==> config.mk <==
export PLATFORM = sky130hd
export DESIGN_NAME = pc_sequencer
export DESIGN_NICKNAME = d
export VERILOG_FILES = /design/src/rtl/pc_sequencer.sv
export SDC_FILE = /design/constraint.sdc
export NUM_CORES = 1
export LEC_CHECK = 0
export ABC_CLOCK_PERIOD_IN_PS = 3300
export CORE_MARGIN = 2
export CORE_UTILIZATION = 49
export DETAILED_ROUTE_END_ITERATION = 10
export PLACE_DENSITY = 0.88
export SYNTH_ARGS = -nofsm -noshare
export SYNTH_HDL_FRONTEND = slang
export SYNTH_SLANG_ARGS = --single-unit
==> constraint.sdc <==
create_clock -name Clock -period 3.3 [get_ports Clock]
set_input_delay 0.495 -clock Clock [delete_from_list [all_inputs] [get_ports Clock]]
set_output_delay 0.495 -clock Clock [all_outputs]
set_load 0.02 [all_outputs]
==> src/rtl/pc_sequencer.sv <==
// Purpose : program-counter sequencer; maps branch/jump/call/return/halt requests onto
//           the counter's load/offset controls and keeps a hardware return-address stack.
// Latency : zero-cycle controls (combinational from state + inputs); stack/FSM update on the same edge.
// Backpressure: Stall holds the PC and ignores all requests; no other flow control.
//
// Build option: define PC_SEQ_FLUSH_EN to insert a FLUSH state (Flush=1, requests ignored)
// in the cycle after every taken redirect. Undefined: redirects go straight back to RUN
// and Flush is tied low.
//
// Ports:
//   Clock, Reset        rising-edge clock, synchronous active-high reset
//   CurrentPc           present counter value
//   Stall               hold PC, ignore requests
//   BranchReq/Taken/Offset  conditional relative branch
//   JumpReq, CallReq, Target  absolute jump / jump-and-push
//   ReturnReq           pop stack and load popped value
//   HaltReq, ResumeReq  enter / leave HALTED
//   LoadValue/LoadEnable, Offset/OffsetEnable  counter controls
//   Flush               discard the instruction in fetch
//   Fault               sticky stack overflow/underflow
//   StackCount          valid return-stack entries
module pc_sequencer #(
    parameter int STACK_DEPTH = 4
) (
    input  logic                                  Clock,
    input  logic                                  Reset,
    input  logic signed [15:0]                    CurrentPc,
    input  logic                                  Stall,
    input  logic                                  BranchReq,
    input  logic                                  BranchTaken,
    input  logic signed [8:0]                     BranchOffset,
    input  logic                                  JumpReq,
    input  logic                                  CallReq,
    input  logic signed [15:0]                    Target,
    input  logic                                  ReturnReq,
    input  logic                                  HaltReq,
    input  logic                                  ResumeReq,
    output logic signed [15:0]                    LoadValue,
    output logic                                  LoadEnable,
    output logic signed [8:0]                     Offset,
    output logic                                  OffsetEnable,
    output logic                                  Flush,
    output logic                                  Fault,
    output logic [$clog2(STACK_DEPTH+1)-1:0]      StackCount
);

    localparam int CW = $clog2(STACK_DEPTH + 1);
    localparam int IW = (STACK_DEPTH > 1) ? $clog2(STACK_DEPTH) : 1;
    localparam logic [CW-1:0] ONE  = CW'(1);
    localparam logic [CW-1:0] FULL = CW'(STACK_DEPTH);

`ifdef PC_SEQ_FLUSH_EN
    typedef enum logic [1:0] {RUN, FLUSH, HALTED, FAULT} state_t;
    localparam state_t REDIRECT = FLUSH;
`else
    typedef enum logic [1:0] {RUN, HALTED, FAULT} state_t;
    localparam state_t REDIRECT = RUN;
`endif

    state_t state, state_nxt;

    logic signed [15:0] stack [STACK_DEPTH];
    logic               push;
    logic               pop;
    logic               stack_empty;
    logic               stack_full;
    logic [IW-1:0]      top_idx;
    logic [IW-1:0]      wr_idx;
    logic signed [15:0] ret_addr;

    assign stack_empty = (StackCount == '0);
    assign stack_full  = (StackCount == FULL);
    assign top_idx     = IW'(StackCount - ONE);
    assign wr_idx      = IW'(StackCount);
    // 16-bit add wraps naturally: 16'sh7FFF + 1 -> 16'sh8000
    assign ret_addr    = CurrentPc + 16'sd1;

    // Fault is suppressed during the reset cycle so every output reads 0 then.
    assign Fault = (state == FAULT) && !Reset;

    always_ff @(posedge Clock) begin
        if (Reset) begin
            state      <= RUN;
            StackCount <= '0;
        end else begin
            state <= state_nxt;
            if (push)
                StackCount <= StackCount + ONE;
            else if (pop)
                StackCount <= StackCount - ONE;
        end
    end

    // Stack contents are don't-care after reset; only StackCount qualifies them.
    always_ff @(posedge Clock) begin
        if (!Reset && push)
            stack[wr_idx] <= ret_addr;
    end

    always_comb begin
        state_nxt    = state;
        LoadValue    = '0;
        LoadEnable   = 1'b0;
        Offset       = '0;
        OffsetEnable = 1'b0;
        Flush        = 1'b0;
        push         = 1'b0;
        pop          = 1'b0;
        if (!Reset) begin
            case (state)
                RUN: begin
                    if (Stall) begin
                        OffsetEnable = 1'b1;
                    end else if (ReturnReq) begin
                        if (stack_empty) begin
                            OffsetEnable = 1'b1;
                            state_nxt    = FAULT;
                        end else begin
                            LoadValue  = stack[top_idx];
                            LoadEnable = 1'b1;
                            pop        = 1'b1;
                            state_nxt  = REDIRECT;
                        end
                    end else if (CallReq) begin
                        if (stack_full) begin
                            OffsetEnable = 1'b1;
                            state_nxt    = FAULT;
                        end else begin
                            LoadValue  = Target;
                            LoadEnable = 1'b1;
                            push       = 1'b1;
                            state_nxt  = REDIRECT;
                        end
                    end else if (JumpReq) begin
                        LoadValue  = Target;
                        LoadEnable = 1'b1;
                        state_nxt  = REDIRECT;
                    end else if (BranchReq) begin
                        // A taken branch with zero offset still counts as a redirect.
                        if (BranchTaken) begin
                            Offset       = BranchOffset;
                            OffsetEnable = 1'b1;
                            state_nxt    = REDIRECT;
                        end
                    end else if (HaltReq) begin
                        OffsetEnable = 1'b1;
                        state_nxt    = HALTED;
                    end
                end
`ifdef PC_SEQ_FLUSH_EN
                FLUSH: begin
                    Flush = 1'b1;
                    if (Stall)
                        OffsetEnable = 1'b1;
                    else
                        state_nxt = RUN;
                end
`endif
                HALTED: begin
                    // Resume only changes state; counting restarts on the next cycle.
                    OffsetEnable = 1'b1;
                    if (ResumeReq && !Stall)
                        state_nxt = RUN;
                end
                FAULT: begin
                    OffsetEnable = 1'b1;
                end
                default: begin
                    state_nxt = RUN;
                end
            endcase
        end
    end

endmodule

==> flow_metrics.env, run 1 <==
export IMPL_io_pins=83
export IMPL_synth_distinct_cells=38
export IMPL_crit_path_end_kind="output pin"
export IMPL_arrival_ns=2.60
export IMPL_slew_violations=0
export IMPL_die_y_um=86.5
export IMPL_min_path_type="reg -> reg"
export IMPL_wl_per_cell_um=17.0
export IMPL_grt_max_degree=22
export IMPL_portBuffers=81
export IMPL_finClkSkew_ns=0.00935
export IMPL_setup_viol=0
export IMPL_power_density_nw_per_um2=394
export IMPL_cts_root_buf="clkbuf_8"
export IMPL_clockBufferDepth=2
export IMPL_setup_tns_ns=0
export IMPL_drc=0
export IMPL_dieArea_um2=7480
export IMPL_synth_nets=286
export IMPL_period_minus_slack_ns=3.09
export IMPL_place_ws_ns=0.107
export IMPL_synth_cells=225
export IMPL_gr_usage_met1_pct=24.6
export IMPL_fin_ws_ns=0.205
export IMPL_gr_total_overflow=0
export IMPL_grt_setup_unrepaired="false"
export IMPL_diodes=0
export IMPL_clkLatencyLatePin_ns=0.33
export IMPL_routed_wl_um=6760
export IMPL_critPathLaunchType="flip-flop"
export IMPL_hpwl_um=4910
export IMPL_cts_setup_buffers=0
export IMPL_ys_ff_latch=69
export IMPL_cts_made_buffers=9
export IMPL_synth_edff_count=64
export IMPL_cts_sinks=69
export IMPL_synthArstFlopShare_pct=0
export IMPL_critPathMaxFanout=12
export IMPL_stdcell_area_um2=4410
export IMPL_finalNetCount=376
export IMPL_grt_total_usage_pct=19.5
export IMPL_finalHoldViolCount=0
export IMPL_grt_busiest_layer="met2"
export IMPL_yosysWarningCount=0
export IMPL_cts_tree="done"
export IMPL_synth_ff_type="edfxtp_1"
export IMPL_fp_row_count=30
export IMPL_grt_pass1_wl_um=10800
export IMPL_leakage_nw=1.51
export IMPL_crit_slowest_cell="clkdlybuf4s50_1"
export IMPL_drtAntennaViolNets=0
export IMPL_cts_clk_slew_worst_paths_ns=0.07
export IMPL_seq_area_frac_synth_pct=60.7
export IMPL_drt_iter0_drc=93
export IMPL_worst_setup_path_type="reg -> out"
export IMPL_core_area_um2=6680
export IMPL_postSynthAreaPerCell_um2=14.8
export IMPL_synthesis_area_um2=3330
export IMPL_outcome="finished, final reports clean"
export IMPL_final_cell_mix="81 x clkdlybuf4s50_1, 64 x edfxtp_1, 16 x mux4_2, 16 x a22o_1, 13 x and2_1"
export IMPL_start_util_pct=49.9
export IMPL_gp_congestion=0.738
export IMPL_drive_gt1_share_pct=15.1
export IMPL_path_cells="inv_1 > ha_2 > buf_4 > mux4_2 > a22o_1 > clkdlybuf4s50_1"
export IMPL_met3_usage_pct=5.43
export IMPL_cpPeakStageDelay_ns=0.54
export IMPL_cts_htree_levels=3
export IMPL_viasPerCell=5.53
export IMPL_die_w_um=86.5
export IMPL_placed_area_um2=4260
export IMPL_syn_to_final_growth_pct=32.4
export IMPL_grt_use_met2_pct=32.8
export IMPL_antenna_found_initial=0
export IMPL_drv_cap=0
export IMPL_vias=2196
export IMPL_crit_required_ns=2.80
export IMPL_fin_crit_sh_pct=93.8
export IMPL_timing_fmax_mhz=323
export IMPL_dr_pass1_iters=5
export IMPL_grt_pass1_vias=2173
export IMPL_peakVddDrop_v=0.000261
export IMPL_layout_commonest_cell="clkdlybuf4s50_1"
==> sequential cells by signal (all words and copies together) (netlist names) <==
name and flops:
StackCount 3, stack 64, state 2
==> report_power, final <==
part | switching [mW] | internal (mW) | total [mW] | leakage, nW
Combinational | 0.108 | 0.133 | 0.241 | 0.811
Sequential | 0.00423 | 0.967 | 0.972 | 0.617
Clock | 0.273 | 0.253 | 0.526 | 0.0780
==> per-stage QoR <==
step	hold slack, ns	util [%]	std cells	power [mW]
5_1_grt	0.564	66.0	397	1.80
2_1_floorplan	0.481	-	225	1.11
4_1_cts	0.518	65.9	397	1.75
3_3_place_gp	0.487	63.8	384	1.23
6_report	0.512	66.0	397	1.74
3_5_place_dp	0.507	63.8	384	1.23
==> worst paths after layout <==
path / start / end / slack [ns] / cells after the start
hold reg to reg: StackCount[2] / StackCount[2] / 0.51 / 1
hold / removal: StackCount[2] / StackCount[2] / 0.51 / 1
setup / recovery: StackCount[1] / LoadValue[8] / 0.21 / 6
setup reg to reg: state[0] / stack[2][7] / 1.26 / 6
==> final cells by class <==
class	count	area [um^2]
Timing Repair Buffer	92	893
Inverter	9	33.8
Clock buffer	9	124
Sequential cell	69	2020
Multi-Input combinational cell	134	1220
Tap cell	80	100
Clock inverter	4	18.8
Fill cell	486	2270
==> kinds of logic (layout without fill, tap and decap cells) <==
kind of cell / after synthesis / count (layout) / share of synthesized area [%]
AO/OA/AOI/OAI: 30 / 30 / 6.68
flip-flops: 69 / 69 / 60.7
other: 1 / 1 / 0.113
adder cells (fa/ha/maj): 10 / 10 / 3.76
XOR/XNOR: 14 / 14 / 3.68
multiplexers: 20 / 20 / 12.1
AND/OR/NAND/NOR: 59 / 59 / 10.0
buffers and inverters: 22 / 114 / 2.97
==> per-layer routing <==
layer | vias up | wire (um)
met5 | - | 0
met4 | 0 | 96
met3 | 11 | 506
met2 | 91 | 3440
met1 | 1053 | 2720
li1 | 1041 | -
==> synth_stat cells, types with 2 or more instances <==
cell	number	area, um^2
nand3_1	4	20.0
buf_2	4	20.0
mux2i_1	2	20.0
xor2_1	7	61.3
buf_4	3	22.5
inv_1	9	33.8
or2_2	3	18.8
and4_1	2	17.5
nor3_1	6	30.0
ha_1	10	125
clkbuf_1	6	22.5
nor2_1	10	37.5
dfxtp_1	5	100
o21ai_0	3	15.0
or4b_1	2	20.0
nand2_1	8	30.0
mux2_2	2	22.5
a22o_1	16	140
mux4_2	16	360
and2_1	13	81.3
nand2b_1	2	12.5
nor2b_1	2	12.5
edfxtp_1	64	1920
a21oi_1	6	30.0
xnor2_1	7	61.3
==> what timing repair did <==
action / CTS / global route
resized for setup: 0 / 2
hold buffers: 0 / 0
endpoints found under the setup margin: 0 / 23
==> critical path: cells and delay by family, from the launching register on <==
kind,cells,cell delay [ns]
compound gates,1,0.19
fa+ha+maj,1,0.51
buf+inv,3,0.86
flops,1,0.40
mux,1,0.32
(Power assumes the default switching activity.)
==> inputs of run 2 (changes only) <==
--- a/config.mk
+++ b/config.mk
@@ -7,9 +7,9 @@
 export LEC_CHECK = 0
 export ABC_CLOCK_PERIOD_IN_PS = 3300
 export CORE_MARGIN = 2
-export CORE_UTILIZATION = 49
+export CORE_UTILIZATION = 45
 export DETAILED_ROUTE_END_ITERATION = 10
-export PLACE_DENSITY = 0.88
+export PLACE_DENSITY = 0.82
 export SYNTH_ARGS = -nofsm -noshare
 export SYNTH_HDL_FRONTEND = slang
 export SYNTH_SLANG_ARGS = --single-unit
==> flow_metrics.env, run 2 (same netlist as run 1, synthesis figures left out) <==
export IMPL_place_detailed_instances=403
export IMPL_drtAntennaViolNets=0
export IMPL_crit_path_end_kind="output pin"
export IMPL_diodes=0
export IMPL_drc=0
export IMPL_start_util_pct=46.2
export IMPL_gr_usage_met1_pct=22.8
export IMPL_io_pins=83
export IMPL_setup_viol=0
export IMPL_viasPerCell=5.33
export IMPL_largest_register="stack"
export IMPL_arrival_ns=2.56
export IMPL_antenna_found_initial=0
export IMPL_drv_cap=0
export IMPL_r2r_slack_ns=1.18
export IMPL_crit_slowest_cell="clkdlybuf4s50_1"
export IMPL_worst_setup_path_type="reg -> out"
export IMPL_final_cell_mix="81 x clkdlybuf4s50_1, 64 x edfxtp_1, 16 x mux4_2, 16 x a22o_1, 13 x and2_1"
export IMPL_outcome="finished, final reports clean"
export IMPL_peakVddDrop_v=0.000296
export IMPL_path_buf_inv=3
export IMPL_hpwl_um=5080
export IMPL_slew_violations=0
export IMPL_crit_required_ns=2.80
export IMPL_hold_path_endpoint="state[1]"
export IMPL_fin_cells=417
export IMPL_cts_made_buffers=9
export IMPL_grt_busiest_layer="met2"
export IMPL_leakage_nw=1.52
export IMPL_drt_iter0_drc=69
export IMPL_core_area_um2=7210
export IMPL_met3_usage_pct=4.36
export IMPL_finalNetCount=376
export IMPL_dr_pass1_iters=4
export IMPL_rr_endpoint="stack[2][9]"
export IMPL_path_cells="inv_1 > ha_1 > buf_6 > mux4_2 > a22o_1 > clkdlybuf4s50_1"
export IMPL_timing_fmax_mhz=327
export IMPL_clockBufferDepth=2
export IMPL_reg2reg_from="state[0]"
export IMPL_syn_to_final_growth_pct=34.7
export IMPL_finClkSkew_ns=0.00440
export IMPL_cts_setup_buffers=0
export IMPL_portBuffers=81
export IMPL_largest_reg_flops=64
export IMPL_critPathTopFamily="buffers and inverters"
export IMPL_top_regs="stack (64), StackCount (3), state (2)"
export IMPL_finalHoldViolCount=0
export IMPL_grt_use_met2_pct=30.3
export IMPL_power_frac_seq_pct=53.3
export IMPL_cpPeakStageDelay_ns=0.53
export IMPL_clkPwrFrac_pct=33.6
export IMPL_grt_setup_unrepaired="false"
export IMPL_power_density_nw_per_um2=406
export IMPL_die_y_um=90.1
export IMPL_fp_row_count=31
export IMPL_fin_crit_sh_pct=92.7
export IMPL_comb_power_share_pct=13.1
export IMPL_p_int_mw=1.44
export IMPL_die_w_um=90.1
export IMPL_vias=2224
export IMPL_setup_tns_ns=0
export IMPL_layout_commonest_cell="clkdlybuf4s50_1"
export IMPL_period_minus_slack_ns=3.06
export IMPL_grt_pass1_vias=2270
export IMPL_hold_ws_ns=0.514
export IMPL_wl_per_cell_um=16.8
export IMPL_drive_gt1_share_pct=14.5
export IMPL_critPathMaxFanout=18
export IMPL_clkLatencyLatePin_ns=0.33
export IMPL_power_total_mw=1.82
export IMPL_holdPathStages=2
export IMPL_grt_max_degree=22
export IMPL_gr_total_overflow=0
export IMPL_routed_wl_um=6990
export IMPL_gp_congestion=0.897
export IMPL_cts_sinks=69
export IMPL_dieArea_um2=8110
export IMPL_hold_path_startpoint="state[1]"
export IMPL_grt_total_usage_pct=18.5
export IMPL_switchingPower_uw=388
export IMPL_cts_htree_levels=3
export IMPL_critPathLaunchType="flip-flop"
export IMPL_grt_pass1_wl_um=11400
export IMPL_reg2reg_depth=6
export IMPL_min_path_type="reg -> reg"
export IMPL_switching_share_pct=21.2
export IMPL_cts_root_buf="clkbuf_8"
export IMPL_cts_clk_slew_worst_paths_ns=0.06
export IMPL_cts_tree="done"
## run 2: timing repair
action / CTS / global route
hold buffers: 0 / 0
resized for setup: 0 / 2
endpoints found under the setup margin: 0 / 25
## run 2: worst register-to-register path: cells and delay by family (launching register included)
kind                     cells  cell delay (ns)
flip-flops                   1             0.34
adder cells (fa/ha/maj)      1             0.23
buffers and inverters        2             0.29
AND/OR/NAND/NOR              3             0.97
## run 2: per-stage QoR
stage / util, % / setup slack, ns / area (um^2)
3_3_place_gp: 59.7 / 0.215 / 4310
2_1_floorplan: - / 0.320 / 3330
6_report: 62.2 / 0.240 / 4490
3_5_place_dp: 59.7 / 0.149 / 4310
4_1_cts: 62.1 / 0.114 / 4480
5_1_grt: 62.2 / 0.0574 / 4490
## run 2: metal layers
metal  vias up  part of all wire (%)  routed length, um
met5         -                     0                  0
met3        11                   6.3                442
li1       1045                     -                  -
met4         0                   2.1                150
met1      1083                    42               2900
met2        85                    50               3500
## run 2: power by group through the flow
stage,Clock (mW),Combinational (mW),Sequential [mW]
2_1_floorplan,0,0.118,0.991
3_3_place_gp,0,0.236,0.990
3_5_place_dp,0,0.240,0.990
4_1_cts,0.627,0.241,0.972
5_1_grt,0.666,0.261,0.972
6_report,0.613,0.240,0.972
## run 2: layout make-up
class / count / area [um^2]
repair buffers: 92 / 922
fillers: 573 / 2730
clock inverters: 3 / 38.8
flip-flops and latches: 69 / 2020
inverters: 9 / 33.8
clock buffers: 11 / 131
multi-input cells: 134 / 1220
well taps: 99 / 124
## run 2: worst max-delay path by stage
stage | startpoint | to | slack [ns] | depth (start not counted)
detailed placement | Stall | LoadValue[3] | 0.15 | 6
global placement | Stall | Offset[8] | 0.21 | 5
floorplan | StackCount[0] | LoadValue[14] | 0.32 | 7
global route | StackCount[1] | LoadValue[14] | 0.06 | 6
CTS | StackCount[1] | LoadValue[14] | 0.11 | 6
finish | StackCount[1] | LoadValue[14] | 0.24 | 6
==> inputs of run 3 (changes only) <==
--- a/config.mk
+++ b/config.mk
@@ -5,11 +5,12 @@
 export SDC_FILE = /design/constraint.sdc
 export NUM_CORES = 1
 export LEC_CHECK = 0
+export ABC_AREA = 1
 export ABC_CLOCK_PERIOD_IN_PS = 3300
 export CORE_MARGIN = 2
 export CORE_UTILIZATION = 45
 export DETAILED_ROUTE_END_ITERATION = 10
-export PLACE_DENSITY = 0.82
+export PLACE_DENSITY = 0.81
 export SYNTH_ARGS = -nofsm -noshare
 export SYNTH_HDL_FRONTEND = slang
 export SYNTH_SLANG_ARGS = --single-unit
==> flow_metrics.env, run 3 <==
export IMPL_largest_reg_flops=64
export IMPL_viasPerCell=5.20
export IMPL_synth_xor_area_share_pct=2.87
export IMPL_cts_made_buffers=9
export IMPL_finalNetCount=543
export IMPL_synth_cells=393
export IMPL_cts_clk_slew_worst_paths_ns=0.07
export IMPL_fp_row_count=32
export IMPL_drt_iter0_drc=181
export IMPL_crit_start="StackCount[1]"
export IMPL_synthAdderAreaFrac_pct=3.42
export IMPL_synthMuxAreaShare_pct=0
export IMPL_yosysTopAreaCell="edfxtp_1"
export IMPL_drtAntennaViolNets=0
export IMPL_synth_top_cell_area_share_pct=52.5
export IMPL_cts_sinks=69
export IMPL_multi_input_area_um2=1420
export IMPL_finClkSkew_ns=0.00782
export IMPL_critPathLaunchType="flip-flop"
export IMPL_grt_max_degree=37
export IMPL_setup_viol=0
export IMPL_routed_wl_um=8620
export IMPL_arrival_ns=2.60
export IMPL_gp_congestion=0.908
export IMPL_wl_per_cell_um=14.6
export IMPL_path_buf_inv=3
export IMPL_synth_top_family_by_area="simple AND/OR/NAND/NOR gates"
export IMPL_grt_pass1_wl_um=13700
export IMPL_dieArea_um2=8870
export IMPL_diodes=0
export IMPL_gr_total_overflow=0
export IMPL_power_density_nw_per_um2=464
export IMPL_worst_setup_path_type="reg -> out"
export IMPL_yosysWarningCount=0
export IMPL_grt_setup_unrepaired="false"
export IMPL_drc=0
export IMPL_crit_path_end_kind="output pin"
export IMPL_synth_edff_count=64
export IMPL_placed_area_um2=4590
export IMPL_ys_ff_latch=69
export IMPL_synth_nets=454
export IMPL_io_pins=83
export IMPL_leakage_nw=1.86
export IMPL_reg2reg_from="state[0]"
export IMPL_critPathTopFamily="buffers and inverters"
export IMPL_largest_register="stack"
export IMPL_postSynthAreaPerCell_um2=9.31
export IMPL_path_cells="inv_1 > ha_1 > inv_2 > o21ai_0 > o22ai_1 > nand2_1 > nand2_1 > clkdlybuf4s50_1"
export IMPL_start_util_pct=46.9
export IMPL_clkLatencyLatePin_ns=0.35
export IMPL_synth_compound_area_share_pct=7.83
export IMPL_setup_tns_ns=0
export IMPL_critPathMaxFanout=18
export IMPL_period_minus_slack_ns=3.10
export IMPL_synth_simple_area_share_pct=24.6
export IMPL_grt_total_usage_pct=20.6
export IMPL_crit_slowest_cell="clkdlybuf4s50_1"
export IMPL_die_w_um=94.2
export IMPL_finalHoldViolCount=0
export IMPL_min_path_type="reg -> reg"
export IMPL_drive_gt1_share_pct=9.45
export IMPL_peakVddDrop_v=0.000218
export IMPL_n_fill_cell=648
export IMPL_hold_path_startpoint="state[0]"
export IMPL_core_area_um2=7810
export IMPL_layout_commonest_cell="nand2_1"
export IMPL_final_core_util_pct=61.2
export IMPL_clockBufferDepth=2
export IMPL_seq_area_frac_synth_pct=55.2
export IMPL_cts_htree_levels=3
export IMPL_crit_top_cell="nand2_1"
export IMPL_vias=3064
export IMPL_crit_required_ns=2.80
export IMPL_slew_violations=0
export IMPL_final_cell_mix="88 x nand2_1, 81 x clkdlybuf4s50_1, 64 x edfxtp_1"
export IMPL_outcome="finished, final reports clean"
export IMPL_synth_top_cells_by_count="88 x nand2_1, 64 x edfxtp_1, 53 x nor2_1, 36 x nand3_1, 28 x inv_1"
export IMPL_cpPeakStageDelay_ns=0.59
export IMPL_synthesis_area_um2=3660
export IMPL_top_regs="stack (64), StackCount (3), state (2)"
export IMPL_synth_ff_type="edfxtp_1"
export IMPL_grt_pass1_vias=2934
export IMPL_hpwl_um=5880
export IMPL_cts_setup_buffers=0
export IMPL_timing_fmax_mhz=323
export IMPL_portBuffers=81
export IMPL_synthArstFlopShare_pct=0
export IMPL_drv_cap=0
export IMPL_die_y_um=94.2
export IMPL_synth_area_top_cells="edfxtp_1 53%, nand2_1 9.0%, nor2_1 5.4%"
export IMPL_cts_tree="done"
export IMPL_antenna_found_initial=0
export IMPL_r2r_slack_ns=1.38
export IMPL_dr_pass1_iters=4
export IMPL_regArea_um2=2020
export IMPL_stdcell_area_um2=4780
export IMPL_synth_distinct_cells=31
export IMPL_ctsResizeCount=0
export IMPL_cts_root_buf="clkbuf_8"
export IMPL_hold_buffers=0
export IMPL_syn_to_final_growth_pct=30.5
export IMPL_synth_most_common_cell="nand2_1"
export IMPL_fin_crit_sh_pct=93.9
[run 3: cell types whose count changed after synthesis, sizes merged, moves of 4 or more]
| cell | change |
|---|---|
| buf | +5 |
| mux4 | -16 |
| a22o | -16 |
| o21ai | +29 |
| nor2 | +51 |
| inv | +25 |
| xor2 | +4 |
| nand2 | +82 |
| and2 | -13 |
| xnor2 | -6 |
| o22ai | +13 |
| nand3 | +34 |
| clkbuf | -4 |
[run 3: where the power goes]
| group | leakage (nW) | internal, mW | total [mW] | switching, mW |
|---|---|---|---|---|
| logic | 1.15 | 0.225 | 0.560 | 0.335 |
| registers | 0.617 | 0.983 | 0.998 | 0.0155 |
| clock network | 0.0943 | 0.349 | 0.659 | 0.310 |
| total | 1.86 | 1.56 | 2.22 | 0.660 |
[run 3: worst paths after layout]
check	endpoint	cells past startpoint
setup reg to reg	stack[1][15]	7
setup / recovery	LoadValue[8]	8
hold reg to reg	state[0]	2
hold / removal	state[0]	2
[run 3: logic make-up (layout without fill, tap and decap cells)]
logic type / count (synthesis) / count (layout)
xor gates and xnor gates: 12 / 12
other: 1 / 1
and+or+nand+nor: 200 / 200
AOI/OAI and AO/OA: 53 / 53
buffers and inverters: 48 / 142
DFF: 69 / 69
adders and majority gates: 10 / 10
[run 3: final cells by class]
type	count	area share, %
repair buffers	92	18.7
multi-input cells	276	29.8
clock buffers	12	2.83
flip-flops and latches	69	42.3
inverters	34	2.67
clock inverters	4	1.02
well taps	102	2.67
[run 3: metal layers]
metal	vias to the layer above	routed length (um)	track usage, %
met5	-	0	0
met4	0	211	9.54
met3	18	764	5.86
met2	148	4090	34.0
met1	1393	3560	24.9
li1	1505	-	-
[run 3: metrics by stage]
stage                     hold WS, ns  instances  worst slack, ns  power, mW
after floorplan                 0.498        393            0.803       1.37
after global placement          0.517        573            0.296       1.55
after detailed placement        0.550        573            0.229       1.57
after CTS                       0.560        589            0.215       2.22
after global routing            0.584        589           0.0499       2.32
final                           0.549        589            0.201       2.22
[run 3: worst register-to-register path, stage by stage (launching register included)]
cell and delay (ns):
dfxtp_1 0.34, inv_1 0.09, ha_1 0.36, nand2_1 0.11, nor2_2 0.21, nand2_4 0.11
nor2_1 0.10, buf_4 0.27
